<file path="config.mk">
export PLATFORM = sky130hd
export DESIGN_NAME = sysid_chk_timer
export DESIGN_NICKNAME = d
export VERILOG_FILES = /design/src/rtl/sysid_chk_timer.sv
export SDC_FILE = /design/constraint.sdc
export NUM_CORES = 1
export LEC_CHECK = 0
export CAP_MARGIN = 20
export CORE_UTILIZATION = 61
export CTS_CLUSTER_DIAMETER = 120
export DETAILED_ROUTE_END_ITERATION = 16
export GPL_ROUTABILITY_DRIVEN = 0
export GPL_TIMING_DRIVEN = 0
export PLACE_DENSITY = 0.81
export SLEW_MARGIN = 30
export SYNTH_ARGS = -nofsm -noshare
export SYNTH_HDL_FRONTEND = slang
export SYNTH_SLANG_ARGS = --single-unit
</file>
<file path="constraint.sdc">
create_clock -name clock -period 2.9 [get_ports clock]
set_input_delay 0.58 -clock clock [delete_from_list [all_inputs] [get_ports clock]]
set_output_delay 0.58 -clock clock [all_outputs]
set_load 0.1 [all_outputs]
</file>
<file path="src/rtl/sysid_chk_timer.sv">
// rtl/sysid_chk_timer.sv - 16-bit clear/enable counter with terminal-count flag
module sysid_chk_timer #(
  parameter logic [15:0] TERMINAL = 16'd255
) (
  input  logic clock,
  input  logic reset_n,
  input  logic clr,
  input  logic en,
  output logic tc
);
  logic [15:0] cnt;

  always_ff @(posedge clock or negedge reset_n) begin
    if (!reset_n) begin
      cnt <= 16'd0;
    end else if (clr) begin
      cnt <= 16'd0;
    end else if (en && !tc) begin
      cnt <= cnt + 16'd1;
    end
  end

  assign tc = (cnt == TERMINAL);
endmodule

</file>
==> results of run 1 <==
==> placed cells by master, fill, tap and decap left out <==
master / n
buf_1: 1
ha_1: 1
or3_1: 8
o211ai_1: 1
o41ai_4: 1
o31ai_1: 6
clkbuf_1: 1
clkbuf_4: 3
clkdlybuf4s15_2: 1
o21ai_1: 5
or4_1: 7
xor2_1: 1
nand2_1: 7
o21ai_0: 3
dfrtp_1: 16
nor3_2: 1
mux2i_1: 1
or4_4: 1
a21oi_1: 12
nand3_1: 6
clkdlybuf4s50_1: 2
inv_1: 4
nor2_1: 1
a21oi_2: 2
and3_1: 3
buf_6: 1
nand4_1: 1
and4_1: 2
nor2_2: 1
==> final cells by class <==
cell class	count	share of cell area [%]
tap	15	1.938
buffer	3	1.938
sequential	16	41.34
clock buffer	3	2.326
timing repair buffer	3	3.230
inverter	4	1.550
multi-input combinational	71	47.67
==> worst reg2reg max path, cell delays in order, from the launching register on <==
cell and delay [ns]:
dfrtp_1 0.43, or4_1 0.65, o41ai_4 0.47, buf_6 0.22
mux2i_1 0.22, nor2_2 0.04
==> layer usage <==
metal | global-route usage [%] | part of all wire [%]
met2 | 46.37 | 50
met3 | 3.333 | 3.9
met1 | 32.86 | 45
met4 | 10.83 | 0.64
met5 | 0 | 0
==> cell families after synthesis <==
family,Yosys count,share of synthesized area [%]
flops,16,44.94
buf+inv,7,3.791
mux,1,1.124
simple gates,38,25.56
compound gates,30,22.19
xor+xnor,1,0.9833
fa+ha+maj,1,1.404
==> through the flow <==
stage	utilization, %	power (W)	worst slack [ns]	cell area (um^2)	TNS, ns
2_1_floorplan	-	0.0002485	0.1324	895.9	0
3_3_place_gp	70.83	0.0002601	0.01386	944.7	0
3_5_place_dp	70.83	0.0002608	-0.03853	944.7	-0.03853
4_1_cts	72.61	0.0003736	0.2277	968.4	0
5_1_grt	72.61	0.0003834	0.1319	968.4	0
6_report	72.61	0.0003729	0.2103	968.4	0
==> power by group through the flow <==
stage / Combinational (W) / Sequential (W) / Clock, W
floorplan: 0.0000157 / 0.000233 / 0
global placement: 0.0000268 / 0.000233 / 0
detailed placement: 0.0000275 / 0.000233 / 0
CTS: 0.0000276 / 0.000229 / 0.000117
global route: 0.0000315 / 0.000230 / 0.000122
finish: 0.0000272 / 0.000229 / 0.000117
==> path summary, 6_finish.rpt <==
path,from,endpoint,cells after the start
max in group asynchronous,reset_n,cnt[9],1
min in group asynchronous,reset_n,cnt[6],1
setup / recovery,cnt[11],tc,3
hold reg to reg,cnt[15],cnt[15],2
setup reg to reg,cnt[11],cnt[1],5
hold / removal,cnt[15],cnt[15],2
==> metrics, run 1 <==
status=complete, no violations; sequential power share=~61%; IO Pins=5; CORE AREA=between 1000 and 1500 um^2; largest register by flop count=cnt; Cell Area, Synth=around 900 um^2; Worst Path Arrival=about 2.1 ns; Fin Hold WS=between 0.5 and 0.6 ns; post-synth net total=99; Sw Ratio=24.01%; Routed Antenna Nets=0; Resized cells post-CTS=3; Die H=between 40 and 50 um; max reg flops=16; Yosys Warn Count=0; CP Cell Sequence=or4_1, nor3_2, clkdlybuf4s15_2; Post-Route WL=1863 um; Crit. End Element=output pin; number of flops mapped to enable cells by yosys=0; vias in the first global route=about 700; Layout Cells excl Fill=between 100 and 150; DRT iter0 DRCs=23; Critical Path Start Type=flip-flop; NetSw=about 0.00009 W; Starting Density=66.79%; PortBufs=3; Max Clock Freq=about 0.37 GHz; H-tree Lvls=1; worst min-delay path category=reg2reg; Clock Latency Late Sink=0.28 ns; Num Clock Sinks=16; fill count=approximately 100; largest net degree at the start of global routing=17; DRC viols=0; top cell type's share of synthesized area=between 40% and 50%; Worst-path clk slew=roughly 0.090 ns; final worst path period need=~2.7 ns; cell taking the most area after synthesis=dfrtp_1; Final #Nets=between 100 and 150; clk buf depth=2; Primary FF master, synth=dfrtp_1; initial antenna violation count=0; Layout Skew=just over 0.004 ns; Area contributors post-synth=dfrtp_1 (45%), a21oi_1 (6.7%), or4_1 (5.9%); Buf+Inv Stages, Crit Path=1; half-perimeter wire length after placement=between 1000 and 1500 um; setup bufs post-CTS=0; Distinct cells, synth=26; via count=~780; share of cells above drive strength 1=roughly 11%; Final period util=around 93%; Final Max Slew Viols=0; clk root buf=clkbuf_4; Critical Path Slowest Stage Cell=or4_1; Gate power share=7.3%; number of synthesized register bits=16; Placed Cells=around 110; Die W=40.22 um; Peak VDD IR=between 200 and 300 uV; cell type group with the largest total delay on the critical path=simple AND/OR/NAND/NOR gates; Hold Buf Count CTS=0; P_int=~0.00028 W; row cnt=13; First-pass DRT Iterations=4; Seq/Total Area, Yosys=around 45%; syn avg cell area=9.477 um^2; first-pass GRT wire length=roughly 2800 um; Clock Power Share=about 31%; reg2reg setup slack=0.75 ns; Post-synth top cells=dfrtp_1 (16), a21oi_1 (12), or3_1 (8), nand2_1 (7), or4_1 (7); leakage power total=around 0.36 nW; Regs by FF count=cnt x16; area of the multi-input gates=roughly 460 um^2; RSZ-0062 raised after global routing=no; via/cell ratio=just under 7; pwr dens=385.1 nW/um^2; total of max-cap violations=0; crit path max fanout=5; Crit Path Category=reg2out; slowest stage delay, CP=~0.65 ns; worst path required time=about 2.3 ns; Worst-Margin Slew=around 0.71 ns; top-count cell post-synth=dfrtp_1; antenna cells=0; full die area=1617 um^2; Slew HR=about 52%; synth-to-layout area growth=8.708%; GRT overflow=0; Final Hold Violating Endpoints=0; Async SR Flop Fraction=100.0%; CTS tree=built; DR WL/cell=between 15 and 20 um; sequential cell area=~400 um^2; Mapped Cells=between 90 and 100; GRT Util Overall=a little over a quarter; Setup-failing EPs final=0; total CTS buffers=3
Power figures use the tool's default switching activity.
==> inputs of run 2 (changes only) <==
--- a/config.mk
+++ b/config.mk
@@ -6,12 +6,12 @@
 export NUM_CORES = 1
 export LEC_CHECK = 0
 export CAP_MARGIN = 20
-export CORE_UTILIZATION = 61
+export CORE_ASPECT_RATIO = 1.25
+export CORE_UTILIZATION = 39
 export CTS_CLUSTER_DIAMETER = 120
 export DETAILED_ROUTE_END_ITERATION = 16
 export GPL_ROUTABILITY_DRIVEN = 0
 export GPL_TIMING_DRIVEN = 0
-export PLACE_DENSITY = 0.81
 export SLEW_MARGIN = 30
 export SYNTH_ARGS = -nofsm -noshare
 export SYNTH_HDL_FRONTEND = slang
==> metrics, run 2 (same netlist as run 1, synthesis figures left out) <==
Critical Path Start Type=flip-flop; crit path max fanout=5; full die area=~2500 um^2; fill count=around 220; GRT overflow=0; Layout Cells excl Fill=132; Layout Skew=about 0.0028 ns; clk root buf=clkbuf_4; most frequent cells in the layout=dfrtp_1 (16), a21oi_1 (12), or3_1 (8); H-tree Lvls=1; final worst path period need=about 2.6 ns; via/cell ratio=between 5 and 6; commonest non-fill, non-tap cell in the layout=dfrtp_1; half-perimeter wire length after placement=about 1300 um; Crit Path Category=reg2out; Crit. End Element=output pin; max reg flops=16; Clock Latency Late Sink=about 0.28 ns; Worst-path clk slew=around 0.09 ns; Starting Density=40.73%; CTS tree=built; antenna cells=0; initial antenna violation count=0; Final period util=approximately nine tenths; Worst-Margin Slew=between 0.7 and 0.8 ns; Post-Place Cell Area=between 900 and 1000 um^2; Setup-failing EPs final=0; via count=756; share of cells above drive strength 1=11.88%; pwr dens=roughly 400 nW/um^2; Post-Route WL=about 1800 um; Max Clock Freq=around 0.38 GHz; CORE AREA=~2200 um^2; post-route design area=approximately 1000 um^2; largest register by flop count=cnt; Hold Buf Count CTS=0; DR WL/cell=about 14 um; total CTS buffers=3; First-pass DRT Iterations=6; DRC viols=0; Worst Path Arrival=2.05 ns; status=complete, no violations; fin util=45.82%; total of max-cap violations=0; RSZ-0062 raised after global routing=no; worst min-delay path category=reg2reg; synth-to-layout area growth=12.50%; Routed Antenna Nets=0; PortBufs=3; clk buf depth=2; Peak VDD IR=about 250 uV; Regs by FF count=cnt x16; Slew HR=just over 50%; largest net degree at the start of global routing=17; vias in the first global route=approximately 740; setup TNS=0 ns; Final #Nets=around 110; IO Pins=5; first-pass GRT wire length=~3300 um; row cnt=19; Final Max Slew Viols=0; Placed Cells=128; DRT iter0 DRCs=20; leakage power total=0.3719 nW; Die H=between 50 and 60 um; Die W=about 45 um; worst path required time=about 2.3 ns; Num Clock Sinks=16; GRT Util Overall=around 18%; Final Hold Violating Endpoints=0
==> run 2: final timing paths <==
check | startpoint | endpoint | slack [ns] | cells after the start
worst min-delay path | cnt[13] | cnt[13] | 0.58 | 2
worst max register to register | cnt[11] | cnt[1] | 0.75 | 5
worst min register to register | cnt[13] | cnt[13] | 0.58 | 2
worst max-delay path | cnt[11] | tc | 0.27 | 3
min in group asynchronous | reset_n | cnt[0] | 0.73 | 1
max in group asynchronous | reset_n | cnt[15] | 1.71 | 1
==> run 2: cell type report <==
cell class,instances,area (um^2),share of cell area (%)
Clock buffer,4,36.28,3.620
Timing Repair Buffer,3,31.28,3.121
Buffer,3,18.77,1.873
Sequential cell,16,400.4,39.95
Tap cell,31,38.79,3.870
Multi-Input combinational cell,71,461.7,46.07
Inverter,4,15.01,1.498
==> run 2: timing repair <==
action,4_1_cts,5_1_grt
endpoints found under the setup margin,1,0
endpoints found under the hold margin,0,0
resized for setup,3,0
buffers inserted,0,0
==> run 2: per-layer routing <==
metal  up-vias  GRT usage (%)  share of wire (%)
li1        375              -                  -
met3         2          2.941                1.7
met4         0          6.494               0.98
met1       373          24.11                 48
met5         -              0                  0
met2         6          28.15                 49
==> run 2: metrics by stage <==
| step | worst slack [ns] | total power, W | hold slack (ns) |
|---|---|---|---|
| floorplan | 0.1324 | 0.0002485 | 0.2844 |
| global placement | -0.0005791 | 0.0002611 | 0.5523 |
| detailed placement | 0.005997 | 0.0002616 | 0.5509 |
| CTS | 0.2462 | 0.0004115 | 0.5813 |
| global route | 0.1402 | 0.0004281 | 0.6088 |
| finish | 0.2676 | 0.0004020 | 0.5785 |
==> run 2: power by group <==
| group | switching (W) | total [W] | internal [W] |
|---|---|---|---|
| registers | 0.00000333 | 0.000229 | 0.000226 |
| clock network | 0.0000687 | 0.000145 | 0.0000764 |
| logic | 0.0000184 | 0.0000278 | 0.00000940 |
| total | 0.0000904 | 0.000402 | 0.000312 |
==> run 2: worst max-delay path: stages, from the launching register on <==
cell and delay (ns):
dfrtp_1 0.43, or4_1 0.64, nor3_2 0.14, clkdlybuf4s15_2 0.57
==> RTL change, RTL diff (settings of run 1) <==
Reset style: synchronous (`reset_n`), changed in one clocked block.
--- a/src/rtl/sysid_chk_timer.sv
+++ b/src/rtl/sysid_chk_timer.sv
@@ -12,3 +12,3 @@
 
-  always_ff @(posedge clock or negedge reset_n) begin
+  always_ff @(posedge clock) begin
     if (!reset_n) begin
Formal check against the unedited RTL: no difference found for any inputs over 10 cycles, from zero or initial values and one cycle with reset_n low; that may be too few to reach the edited logic, so the function may still have changed.
==> RTL change against run 1 <==
Setup slack better by 200 ps; area after synthesis is 9.0% lower; design area is 8.5% lower; total power is 5.3% lower; routed wire length is 17% lower; non-clock buffer count is 1 lower; global-route usage is 0.79 points lower; critical path depth is 2 higher; first-iteration DRC count is 8.7% lower; die area is 8.6% lower; count of clock-buffer cells in the layout stayed put; sequential power is 3% lower; combinational power is 28% lower; sequential cell count stayed put.
==> RTL change: results (changes against run 1) <==
qor: timing.timing.final.crit_period 2490 ps [was 2690 ps]
qor: timing.clock-skew-final 5.30 ps [was 4.07 ps]
qor: global_route.number_of_global_route_vias_before_repair 647 [was 697]
qor: global_route.grt_max_degree 11 [was 17]
qor: synthesis.netlist_top_cells_count sky130_fd_sc_hd__dfxtp_1, sky130_fd_sc_hd__nand2_1, sky130_fd_sc_hd__nor2_1 [was sky130_fd_sc_hd__dfrtp_1, sky130_fd_sc_hd__a21oi_1, sky130_fd_sc_hd__or3_1]
qor: synthesis.synth.yosys.warnings 0 [unchanged]
qor: pwr.static_leakage_power 0.000299 uW [was 0.000365 uW]
qor: placement.dp_slack 72.0 ps [was -38.5 ps]
qor: setup_path.worst-path-max-fanout 5 [unchanged]
qor: final_layout.reg.largest.list cnt (16) [unchanged]
qor: min_path.hold_path.class reg -> reg [unchanged]
qor: run_status.status complete, no violations [unchanged]
qor: synthesis.synthDistinctLibCells 31 [was 26]
qor: final_layout.final_layout_size_suffix_gt1_share 12.6% [was 11.0%]
qor: placement.dpl.hpwl 1130 um [was 1350 um]
qor: global_route.grt_pass1_wl 2610 um [was 2840 um]
qor: cts.cts.root.buffer_cell sky130_fd_sc_hd__clkbuf_4 [unchanged]
qor: global_route.antenna_found_initial 0 [unchanged]
qor: cts.cts.path.max_buffers 2 [unchanged]
qor: route.finalWirelength 1540 um [was 1860 um]
qor: final_layout.final_nets 110 [was 107]
qor: route.firstDrtPassIters 4 [unchanged]
qor: route.drc_violation_total_after_the_first_tritonroute_iteration 21 [was 23]
qor: timing.timing.slew.headroom 62.6% [was 52.3%]
qor: placement.place.port_buffers 4 [was 3]
qor: cts.number_of_levels_in_the_clock_h_tree 1 [unchanged]
qor: setup_path.arrival 1910 ps [was 2110 ps]
qor: cts.clkLatencyLatePin 280 ps [about the same]
qor: synthesis.ys_async_sr_fraction 0% [was 100%]
qor: cts.ctsResizeCount 1 [was 3]
qor: global_route.groute.usage.overall 25.8% [was 26.5%]
qor: cts.cts_inserted_buffers 3 [unchanged]
qor: route.dr_total_vias 730 [was 784]
qor: synthesis.net_count_synth 101 [was 99]
qor: synthesis.synth_area_leaders sky130_fd_sc_hd__dfxtp_1, sky130_fd_sc_hd__xnor2_1, sky130_fd_sc_hd__nand2_1 [was sky130_fd_sc_hd__dfrtp_1, sky130_fd_sc_hd__a21oi_1, sky130_fd_sc_hd__or4_1]
qor: final_layout.num-fill-cells 95 [was 103]
qor: synthesis.syn_area 811 sq um [was 891 sq um]
qor: pwr.vdd_drop_max 0.000320 V [was 0.000300 V]
qor: cts.path_clk_slew 90 ps [about the same]
qor: final_layout.antennaDiodeCount 0 [unchanged]
qor: synthesis.synth-seq-area-share 39.5% [was 44.9%]
qor: cts.postCtsSetupBuffers 0 [unchanged]
==> RTL change: area by class of cell <==
class	count	share of cell area, %
Multi-Input combinational cell	77	54.0
Sequential cell	16	36.2
Timing Repair Buffer	4	3.95
Clock buffer	3	2.54
Tap cell	14	1.98
Inverter	2	0.847
Buffer	1	0.565
==> RTL change: final timing paths <==
check                           startpoint  endpoint  slack [ps]  depth (start not counted)
worst min-delay path                cnt[1]    cnt[1]         480                          2
worst min register to register      cnt[1]    cnt[1]         480                          2
worst max register to register      cnt[0]    cnt[7]        1090                          5
worst max-delay path                cnt[0]        tc         410                          5
==> RTL change: per-stage QoR <==
step | utilization (%) | instances | area, sq um
3_3_place_gp | 74.1 | 114 | 868
3_5_place_dp | 74.1 | 114 | 868
4_1_cts | 76.0 | 117 | 890
5_1_grt | 75.6 | 117 | 886
2_1_floorplan | - | 96 | 811
6_report | 75.6 | 117 | 886
==> RTL change: critical path, stage by stage (launching register included) <==
cell                       delay [ps]
sky130_fd_sc_hd__dfxtp_1          380
sky130_fd_sc_hd__ha_1             250
sky130_fd_sc_hd__and4_1           320
sky130_fd_sc_hd__nand4_1          130
sky130_fd_sc_hd__inv_1             90
sky130_fd_sc_hd__clkbuf_2         450
==> RTL change: logic make-up after synthesis <==
family                     after synthesis  synth area share [%]
and+or+nand+nor                         50                  33.5
xor gates and xnor gates                 6                  6.48
muxes                                    1                  1.23
adders and majority gates                1                  1.54
buffers and inverters                    3                  1.54
DFF                                     16                  39.5
AOI/OAI and AO/OA                       19                  16.2
==> RTL change: layer usage <==
metal | routed length, um | track usage (%) | vias to the layer above
met5 | 0 | 0 | -
met4 | 34 | 12.9 | 0
met3 | 39 | 3.49 | 5
met2 | 670 | 39.8 | 13
met1 | 799 | 34.9 | 334
li1 | - | - | 378
==> RTL change: where the power goes <==
group / internal (uW) / switching (uW) / leakage, uW
clock: 48.2 / 64.1 / 0.0000138
sequential: 220 / 0.859 / 0.000129
combinational: 8.15 / 11.4 / 0.000156
